[src/rtl/apb_bridge.sv]
// rtl/apb_bridge.sv - APB master bridge driving a self-sequenced transfer stream
// Parameters: WIDTH - address/data width (even, >= 8), default 16.
// Inputs : pclk, preset_n (synchronous, active-high), transfer, pready, prdata[WIDTH].
// Outputs: pselect, penable, pwrite, pwdata[WIDTH], paddr[WIDTH]; all registered.
// Option : APB_BRIDGE_READBACK_EN - each address is written, then read back; the
//          read data plus one seeds the next write. Undefined: every transfer is a write.
module apb_bridge #(
  parameter int WIDTH = 16
) (
  input  logic             pclk,
  input  logic             preset_n,
  input  logic             transfer,
  input  logic             pready,
  input  logic [WIDTH-1:0] prdata,
  output logic             pselect,
  output logic             penable,
  output logic             pwrite,
  output logic [WIDTH-1:0] pwdata,
  output logic [WIDTH-1:0] paddr
);

  typedef enum logic [1:0] {IDLE, SETUP, ACCESS} state_t;

  localparam logic [WIDTH-1:0] ONE = WIDTH'(1);

  state_t           state;
  logic [WIDTH-1:0] addr_q, data_q;
  logic             op_q;        // 0 = next transfer is a write, 1 = read

  // Sequencer contents after the transfer in ACCESS completes. A back-to-back
  // SETUP loads its outputs from these so it sees the post-completion values.
  logic [WIDTH-1:0] addr_nx, data_nx;
  logic             op_nx;

`ifdef APB_BRIDGE_READBACK_EN
  always_comb begin
    addr_nx = addr_q;
    data_nx = data_q;
    op_nx   = op_q;
    if (op_q) begin
      addr_nx = addr_q + ONE;
      data_nx = prdata + ONE;
      op_nx   = 1'b0;
    end else begin
      op_nx   = 1'b1;
    end
  end
`else
  // Read data has no role when every transfer is a write.
  logic unused_prdata;
  assign unused_prdata = ^prdata;

  always_comb begin
    addr_nx = addr_q + ONE;
    data_nx = data_q + ONE;
    op_nx   = 1'b0;
  end
`endif

  always_ff @(posedge pclk) begin
    if (preset_n) begin
      state   <= IDLE;
      pselect <= 1'b0;
      penable <= 1'b0;
      pwrite  <= 1'b0;
      pwdata  <= '0;
      paddr   <= '0;
      addr_q  <= '0;
      data_q  <= '0;
      op_q    <= 1'b0;
    end else begin
      case (state)
        IDLE: begin
          if (transfer) begin
            state   <= SETUP;
            pselect <= 1'b1;
            penable <= 1'b0;
            paddr   <= addr_q;
            pwdata  <= data_q;
            pwrite  <= ~op_q;
          end
        end
        SETUP: begin
          state   <= ACCESS;
          penable <= 1'b1;
        end
        ACCESS: begin
          // Without pready everything holds: a wait state.
          if (pready) begin
            addr_q  <= addr_nx;
            data_q  <= data_nx;
            op_q    <= op_nx;
            penable <= 1'b0;
            if (transfer) begin
              state  <= SETUP;
              paddr  <= addr_nx;
              pwdata <= data_nx;
              pwrite <= ~op_nx;
            end else begin
              state   <= IDLE;
              pselect <= 1'b0;
            end
          end
        end
        default: begin
          state   <= IDLE;
          pselect <= 1'b0;
          penable <= 1'b0;
        end
      endcase
    end
  end

endmodule

[config.mk]
export PLATFORM = sky130hd
export DESIGN_NAME = apb_bridge
export DESIGN_NICKNAME = d
export VERILOG_FILES = /design/src/rtl/apb_bridge.sv
export SDC_FILE = /design/constraint.sdc
export NUM_CORES = 1
export LEC_CHECK = 0
export CELL_PAD_IN_SITES_DETAIL_PLACEMENT = 1
export CELL_PAD_IN_SITES_GLOBAL_PLACEMENT = 2
export CORE_ASPECT_RATIO = 1.1
export CORE_MARGIN = 2
export CORE_UTILIZATION = 34
export DETAILED_ROUTE_END_ITERATION = 8
export HOLD_SLACK_MARGIN = 0.03
export PLACE_DENSITY_LB_ADDON = 0.1
export REMOVE_ABC_BUFFERS = 1
export SYNTH_ARGS = -nofsm -noshare
export SYNTH_HDL_FRONTEND = slang
export SYNTH_SLANG_ARGS = --single-unit
export TNS_END_PERCENT = 30
[constraint.sdc]
create_clock -name pclk -period 6.25 [get_ports pclk]
set_clock_uncertainty 0.15 [all_clocks]
set_input_delay 1.875 -clock pclk [delete_from_list [all_inputs] [get_ports pclk]]
set_output_delay 1.875 -clock pclk [all_outputs]
set_load 0.005 [all_outputs]
==> results of run 1 <==
## final cells by class
class / instances / area [um2] / area share [%]
flip-flops and latches: 69 / 1380 / 35.0
well taps: 120 / 150 / 3.80
clock inverters: 4 / 47.5 / 1.20
clock buffers: 12 / 145 / 3.68
multi-input cells: 289 / 1800 / 45.5
inverters: 8 / 30.0 / 0.761
repair buffers: 41 / 398 / 10.1
## Yosys cell counts, drive strengths merged, types with 11 or more instances
master,number,share of area [%]
nand4,18,3.9
buf,15,3.3
nor2,54,5.9
clkbuf,21,3.3
nand3,16,2.5
o21ai,11,1.6
or4,11,2.5
xor2,15,3.8
xnor2,20,5.1
dfxtp,69,40
a211oi,22,4.8
nand2,21,2.3
a21oi,26,3.8
## cells in the final DEF, fill, tap and decap left out, types with 4 or more instances in the layout
cell,Yosys,final
sky130_fd_sc_hd__nand3_1,15,15
sky130_fd_sc_hd__nor3_1,10,10
sky130_fd_sc_hd__o31ai_1,10,10
sky130_fd_sc_hd__a21oi_1,26,25
sky130_fd_sc_hd__nand2_1,21,21
sky130_fd_sc_hd__clkdlybuf4s50_1,0,37
sky130_fd_sc_hd__nand2b_1,4,4
sky130_fd_sc_hd__or3_1,10,10
sky130_fd_sc_hd__o21ai_0,11,11
sky130_fd_sc_hd__nand4_1,16,16
sky130_fd_sc_hd__xor2_1,15,15
sky130_fd_sc_hd__dfxtp_1,69,69
sky130_fd_sc_hd__a311oi_1,6,6
sky130_fd_sc_hd__nor4_1,9,9
sky130_fd_sc_hd__nor2_1,54,54
sky130_fd_sc_hd__a211oi_1,22,22
sky130_fd_sc_hd__clkbuf_8,3,10
sky130_fd_sc_hd__inv_1,8,8
sky130_fd_sc_hd__and4_1,4,4
sky130_fd_sc_hd__xnor2_1,20,20
sky130_fd_sc_hd__or4_1,10,10
## power groups by stage
| stage | clock network, mW | logic (mW) | registers [mW] |
|---|---|---|---|
| after global routing | 0.398 | 0.0978 | 0.470 |
| final | 0.370 | 0.0866 | 0.468 |
| after global placement | 0 | 0.0874 | 0.478 |
| after CTS | 0.384 | 0.0888 | 0.468 |
| after detailed placement | 0 | 0.0884 | 0.479 |
| after floorplan | 0 | 0.0371 | 0.478 |
## per-stage QoR
stage / cells / area, um2
floorplan: 366 / 3200
global placement: 527 / 3750
detailed placement: 527 / 3750
CTS: 543 / 3950
global route: 543 / 3950
finish: 543 / 3950
## registers in the layout, summed over array words and instances, names as in the netlist
register  cells
state         2
pwrite        1
pselect       1
addr_q       16
paddr        16
penable       1
data_q       16
pwdata       16
## logic make-up after synthesis
logic type,Yosys count,share of synthesized area (%)
compound gates,82,15.8
flops,69,40.4
buf+inv,44,7.53
xor+xnor,35,8.95
fa+ha+maj,2,0.731
simple gates,170,26.7
## worst max-delay path, cell delays in order
cell and delay (ns):
sky130_fd_sc_hd__clkdlybuf4s50_1 0.61, sky130_fd_sc_hd__and3b_1 0.60, sky130_fd_sc_hd__nand3_1 0.50, sky130_fd_sc_hd__or4_1 0.63, sky130_fd_sc_hd__a21oi_1 0.15
## path summary, 6_finish.rpt
check	slack, ns	startpoint	cells past startpoint	end
hold reg to reg	0.32	pwrite$_SDFFE_PP0P_	2	pwrite$_SDFFE_PP0P_
hold / removal	0.32	pwrite$_SDFFE_PP0P_	2	pwrite$_SDFFE_PP0P_
setup / recovery	2.01	pready	5	data_q[11]$_SDFFE_PP0P_
setup reg to reg	3.47	state[1]$_SDFFE_PP0P_	4	data_q[11]$_SDFFE_PP0P_
## routing by layer
layer / routed length [um] / share of wire (%) / GRT usage (%) / up-vias
li1: - / - / - / 1474
met3: 183 / 2.1 / 3.85 / 7
met5: 0 / 0 / 0 / -
met1: 3900 / 46 / 20.3 / 1413
met2: 4360 / 51 / 30.6 / 27
met4: 78 / 0.92 / 4.70 / 0
==> results_dict.tcl, run 1 <==
set metrics [dict create \
    run_status "completed" \
    internal-power_uw 694 \
    grt_first_pass_wirelength_mm 14.7 \
    clock_tree.root_cell "sky130_fd_sc_hd__clkbuf_8" \
    n_fill_cell 1181 \
    globalRouteOverflowTotal 0 \
    number_of_global_route_vias_before_repair 3019 \
    post_cts_resize_count 0 \
    dieArea_um2 10900 \
    cts_tree "done" \
    maximum_number_of_pins_on_one_net_before_global_route_repair 70 \
    postLayoutSetupSlackWorst_ns 2.01 \
    cts_setup_buffers 0 \
    drt-vias-per-instance 5.38 \
    grtUsageTotal_pct 17.0 \
    p_total_uw 924 \
    area_delta_synth_final_pct 15.3 \
    num_vias 2921 \
    clock_latency_ns 0.35 \
    setup_total_negative_slack_ns 0 \
    setup_repair_after_global_routing_missed_its_margin "false" \
    highest_clock_rate_ghz 0.236 \
    synth-main-ff-cell "sky130_fd_sc_hd__dfxtp_1" \
    post_synth_num_cell_types 47 \
    seqPwrFrac_pct 50.6 \
    worst_ep_arrival_time_ns 4.37 \
    power_per_cell_area_nw_per_um2 234 \
    switching_share_pct 24.9 \
    antenna_left 0 \
    min-delay-path-class "flop to flop" \
    timing_worst_slew_pin_value_ns 0.799 \
    post-place-ws_ns 1.62 \
    routed_wl_mm 8.52 \
    ioPinCount 55 \
    synth_area_um2 3420 \
    layout_min_cycle_time_ns 4.24 \
    cts-root-to-sink-buffers 2 \
    clock_power_share_pct 40.0 \
    synth-async-reset-ratio_pct 0 \
    nNetsFinal 440 \
    timing.max_cap.violations 0 \
    finalHoldWorstSlack_ns 0.317 \
    fp.coreArea_um2 9840 \
    critical_path.endpoint_type "flop" \
    number_of_enable_flip_flop_cells_after_synthesis 0 \
    detailed_place_hpwl_mm 5.61 \
    final-hold-violation-count 0 \
    port-buffer-count 38 \
    avgRoutedWirePerCell_um 15.7 \
    finalSetupViolCount 0 \
    kind_of_critical_path "input port to flop" \
    detailedRoute.firstPassIterationCount 4 \
    postSynthCellCount 402 \
    seq_area_frac_synth_pct 40.4 \
    worst_slew_margin_rel_pct 46.6 \
    initial_core_utilization_pct 34.8 \
    final_util_pct 40.1 \
    clock_sink_count 69 \
    setup.worst_path.start_class "input port" \
    antenna_found_initial 0 \
    yosysWarnings 0 \
    holdBufCountCts 0 \
    fin_crit_sh_pct 67.8 \
    worst_ep_required_time_ns 6.38 \
    synth.ff_latch_count 69 \
    drc 0 \
    numCtsBuffers 9 \
    synthesis.area_per_instance_um2 8.52 \
    insertedDiodeCount 0 \
    drt_iter0_drc 73 \
    critical_path_peak_fanout 14 \
    floorplan.die.width_um 99.7 \
    h-tree-depth 3 \
    clkTransAtPathRegs_ns 0.08 \
    core.rowCount 38 \
    p_comb_share_pct 9.4 \
    max-vdd-ir-drop_v 0.0000761 \
    total_switching_power_uw 230 \
    slew_viol_final 0 \
    final_replace_weighted_congestion 0.735 \
    power_leakage_nw 1.21 \
    fraction_of_final_layout_cells_sized_beyond_drive_strength_1_pct 6.15 \
    die_height_um 109 \
]
Note: power is estimated with default switching activity, not from simulation.
==> run 2, diff against run 1 <==
--- a/config.mk
+++ b/config.mk
@@ -9,7 +9,7 @@
 export CELL_PAD_IN_SITES_GLOBAL_PLACEMENT = 2
 export CORE_ASPECT_RATIO = 1.1
 export CORE_MARGIN = 2
-export CORE_UTILIZATION = 34
+export CORE_UTILIZATION = 32
 export DETAILED_ROUTE_END_ITERATION = 8
 export HOLD_SLACK_MARGIN = 0.03
 export PLACE_DENSITY_LB_ADDON = 0.1
==> constraint.sdc (replaced) <==
create_clock -name pclk -period 4.2 [get_ports pclk]
set_clock_uncertainty 0.15 [all_clocks]
set_input_delay 1.26 -clock pclk [delete_from_list [all_inputs] [get_ports pclk]]
set_output_delay 1.26 -clock pclk [all_outputs]
set_load 0.005 [all_outputs]
==> run 2 against run 1 <==
Compared with the run above:
- final cell count grew 5.0%
- wire length grew 6.0%
- clock power grew to 2.8 times the previous value
- design area grew 7.0%
- count of clock-buffer cells in the layout shrank 3
- non-clock buffer count grew 4
- register-to-register slack lost 1.8 ns
- critical path type unchanged
- highest routed layer unchanged
- first-iteration DRC count grew 12%
- sequential share of layout area shrank 2.3 points
- combinational power grew 55%
==> results_dict.tcl, run 2 (synthesis gave the netlist of run 1 again) <==
set metrics [dict create \
    run_status "completed" \
    critical_path.reg2reg.startpoint "data_q[0]$_SDFFE_PP0P_" \
    nNetsFinal 444 \
    rrSetupSlack_ns 1.65 \
    dr_wl_met2_mm 4.59 \
    seqPwrFrac_pct 37.0 \
    crit_start "pready" \
    path_depth 5 \
    slowest_delay_ns 0.62 \
    num_vias 2962 \
    cts_tree "done" \
    h-tree-depth 3 \
    worst_ep_arrival_time_ns 3.22 \
    layout_min_cycle_time_ns 3.12 \
    initial_core_utilization_pct 32.9 \
    core.rowCount 39 \
    insertedDiodeCount 0 \
    power_leakage_nw 1.33 \
    final_replace_weighted_congestion 0.706 \
    min-delay-path-class "flop to flop" \
    number_of_global_route_vias_before_repair 3053 \
    dieArea_um2 11500 \
    timing_worst_slew_pin_value_ns 0.775 \
    numCtsBuffers 9 \
    max-vdd-ir-drop_v 0.000167 \
    critical_path_peak_fanout 8 \
    detailed_place.area_um2 3810 \
    multiInputGateArea_um2 1800 \
    slew_viol_final 0 \
    detailed_place_hpwl_mm 5.88 \
    worstSetupEndpoint "addr_q[15]$_SDFFE_PP0P_" \
    port-buffer-count 38 \
    antenna_left 0 \
    drt-vias-per-instance 5.20 \
    clock_latency_ns 0.33 \
    internal-power_mw 1.51 \
    holdBufCountCts 0 \
    clock_sink_count 69 \
    cts-root-to-sink-buffers 2 \
    fin_crit_sh_pct 74.2 \
    timing.critical_path.slowest_stage_cell "sky130_fd_sc_hd__clkdlybuf4s50_1" \
    globalRouteOverflowTotal 0 \
    power_per_cell_area_nw_per_um2 446 \
    p_total_mw 1.88 \
    post_cts_resize_count 0 \
    fraction_of_final_layout_cells_sized_beyond_drive_strength_1_pct 7.49 \
    worst_slew_margin_rel_pct 48.3 \
    clock_power_share_pct 55.9 \
    highest_clock_rate_ghz 0.321 \
    final-hold-violation-count 0 \
    cp.buffers_inverters 2 \
    p_comb_share_pct 7.1 \
    antenna_found_initial 0 \
    layout.cells.most_common "sky130_fd_sc_hd__dfxtp_1" \
    final_area_um2 4220 \
    critical_path.top_delay_family "buffers and inverters" \
    timing.max_cap.violations 0 \
    floorplan.die.width_um 103 \
    ioPinCount 55 \
    rr_worst_depth 5 \
    grt_first_pass_wirelength_mm 15.7 \
    total_switching_power_uw 377 \
    switching_share_pct 20.0 \
    setup_repair_after_global_routing_missed_its_margin "false" \
    routed_wl_mm 9.03 \
    area_delta_synth_final_pct 23.4 \
    avgRoutedWirePerCell_um 15.8 \
    fp.coreArea_um2 10400 \
    clock_tree.root_cell "sky130_fd_sc_hd__clkbuf_16" \
    worst_ep_required_time_ns 4.30 \
    grtUsageTotal_pct 17.3 \
    wl_met1_mm 4.08 \
    clkTransAtPathRegs_ns 0.06 \
    drc 0 \
    setup.worst_path.start_class "input port" \
    register_area_um2 1380 \
    kind_of_critical_path "input port to flop" \
    maximum_number_of_pins_on_one_net_before_global_route_repair 42 \
    dr.max_layer_used "met4" \
    wl_met3_um 207 \
    finalSetupViolCount 0 \
    crit-reg2reg-capture "pwdata[14]$_SDFFE_PP0P_" \
    cp_cell_sequence "clkdlybuf4s50_1, nand3b_1, buf_4, or4_1, a21oi_1" \
    cts_setup_buffers 0 \
    detailedRoute.firstPassIterationCount 4 \
    die_height_um 112 \
    n_fill_cell 1212 \
    commonest_cells_after_routing_fill_and_taps_aside "69 x sky130_fd_sc_hd__dfxtp_1, 54 x sky130_fd_sc_hd__nor2_1, 37 x sky130_fd_sc_hd__clkdlybuf4s50_1" \
    drt_iter0_drc 82 \
    critical_path.endpoint_type "flop" \
]
## run 2: cell count changes in the layout (fill, tap and decap cells not counted), sizes merged
cell,previous run,this run
clkbuf,12,9
bufinv,1,6
buf,4,8
clkinvlp,1,0
clkinv,2,1
## run 2: final cells by class
cell class / instances / share of cell area [%]
multi-input combinational: 289 / 42.5
sequential: 69 / 32.7
timing repair buffer: 45 / 10.1
clock buffer: 9 / 5.33
clock inverter: 7 / 4.38
tap: 143 / 4.24
inverter: 8 / 0.711
## run 2: worst min-delay path: cells and delay by family (launching register included)
family,cells,cell delay [ns]
flops,1,0.32
simple gates,2,0.12
## run 2: metrics by stage
| step | setup slack, ns | setup TNS (ns) | util [%] | instances | hold WS [ns] |
|---|---|---|---|---|---|
| floorplan | -0.104 | -0.209 | - | 366 | 0.307 |
| global placement | 0.736 | 0 | 36.7 | 554 | 0.297 |
| detailed placement | 0.729 | 0 | 36.7 | 554 | 0.307 |
| CTS | 1.07 | 0 | 40.6 | 570 | 0.320 |
| global route | 0.875 | 0 | 40.6 | 570 | 0.347 |
| finish | 1.08 | 0 | 40.6 | 570 | 0.314 |
## run 2: metal layers
| metal | global-route usage, % | vias to the layer above |
|---|---|---|
| li1 | - | 1486 |
| met1 | 21.3 | 1433 |
| met2 | 29.3 | 30 |
| met3 | 3.55 | 13 |
| met4 | 6.93 | 0 |
| met5 | 0 | - |
## run 2: power groups by stage
stage / logic (mW) / registers, mW / clock network, mW
after floorplan: 0.0552 / 0.711 / 0
after global placement: 0.134 / 0.711 / 0
after detailed placement: 0.136 / 0.712 / 0
after CTS: 0.137 / 0.698 / 1.08
after global routing: 0.152 / 0.700 / 1.11
final: 0.134 / 0.697 / 1.05
## run 2: worst min-delay path by stage
stage,cells after the start,endpoint,slack [ns],startpoint
detailed placement,2,pwrite$_SDFFE_PP0P_,0.31,pwrite$_SDFFE_PP0P_
floorplan,2,data_q[15]$_SDFFE_PP0P_,0.31,data_q[15]$_SDFFE_PP0P_
CTS,2,pwrite$_SDFFE_PP0P_,0.32,pwrite$_SDFFE_PP0P_
global route,2,pwrite$_SDFFE_PP0P_,0.35,pwrite$_SDFFE_PP0P_
global placement,2,pwrite$_SDFFE_PP0P_,0.30,pwrite$_SDFFE_PP0P_
finish,2,pwrite$_SDFFE_PP0P_,0.31,pwrite$_SDFFE_PP0P_
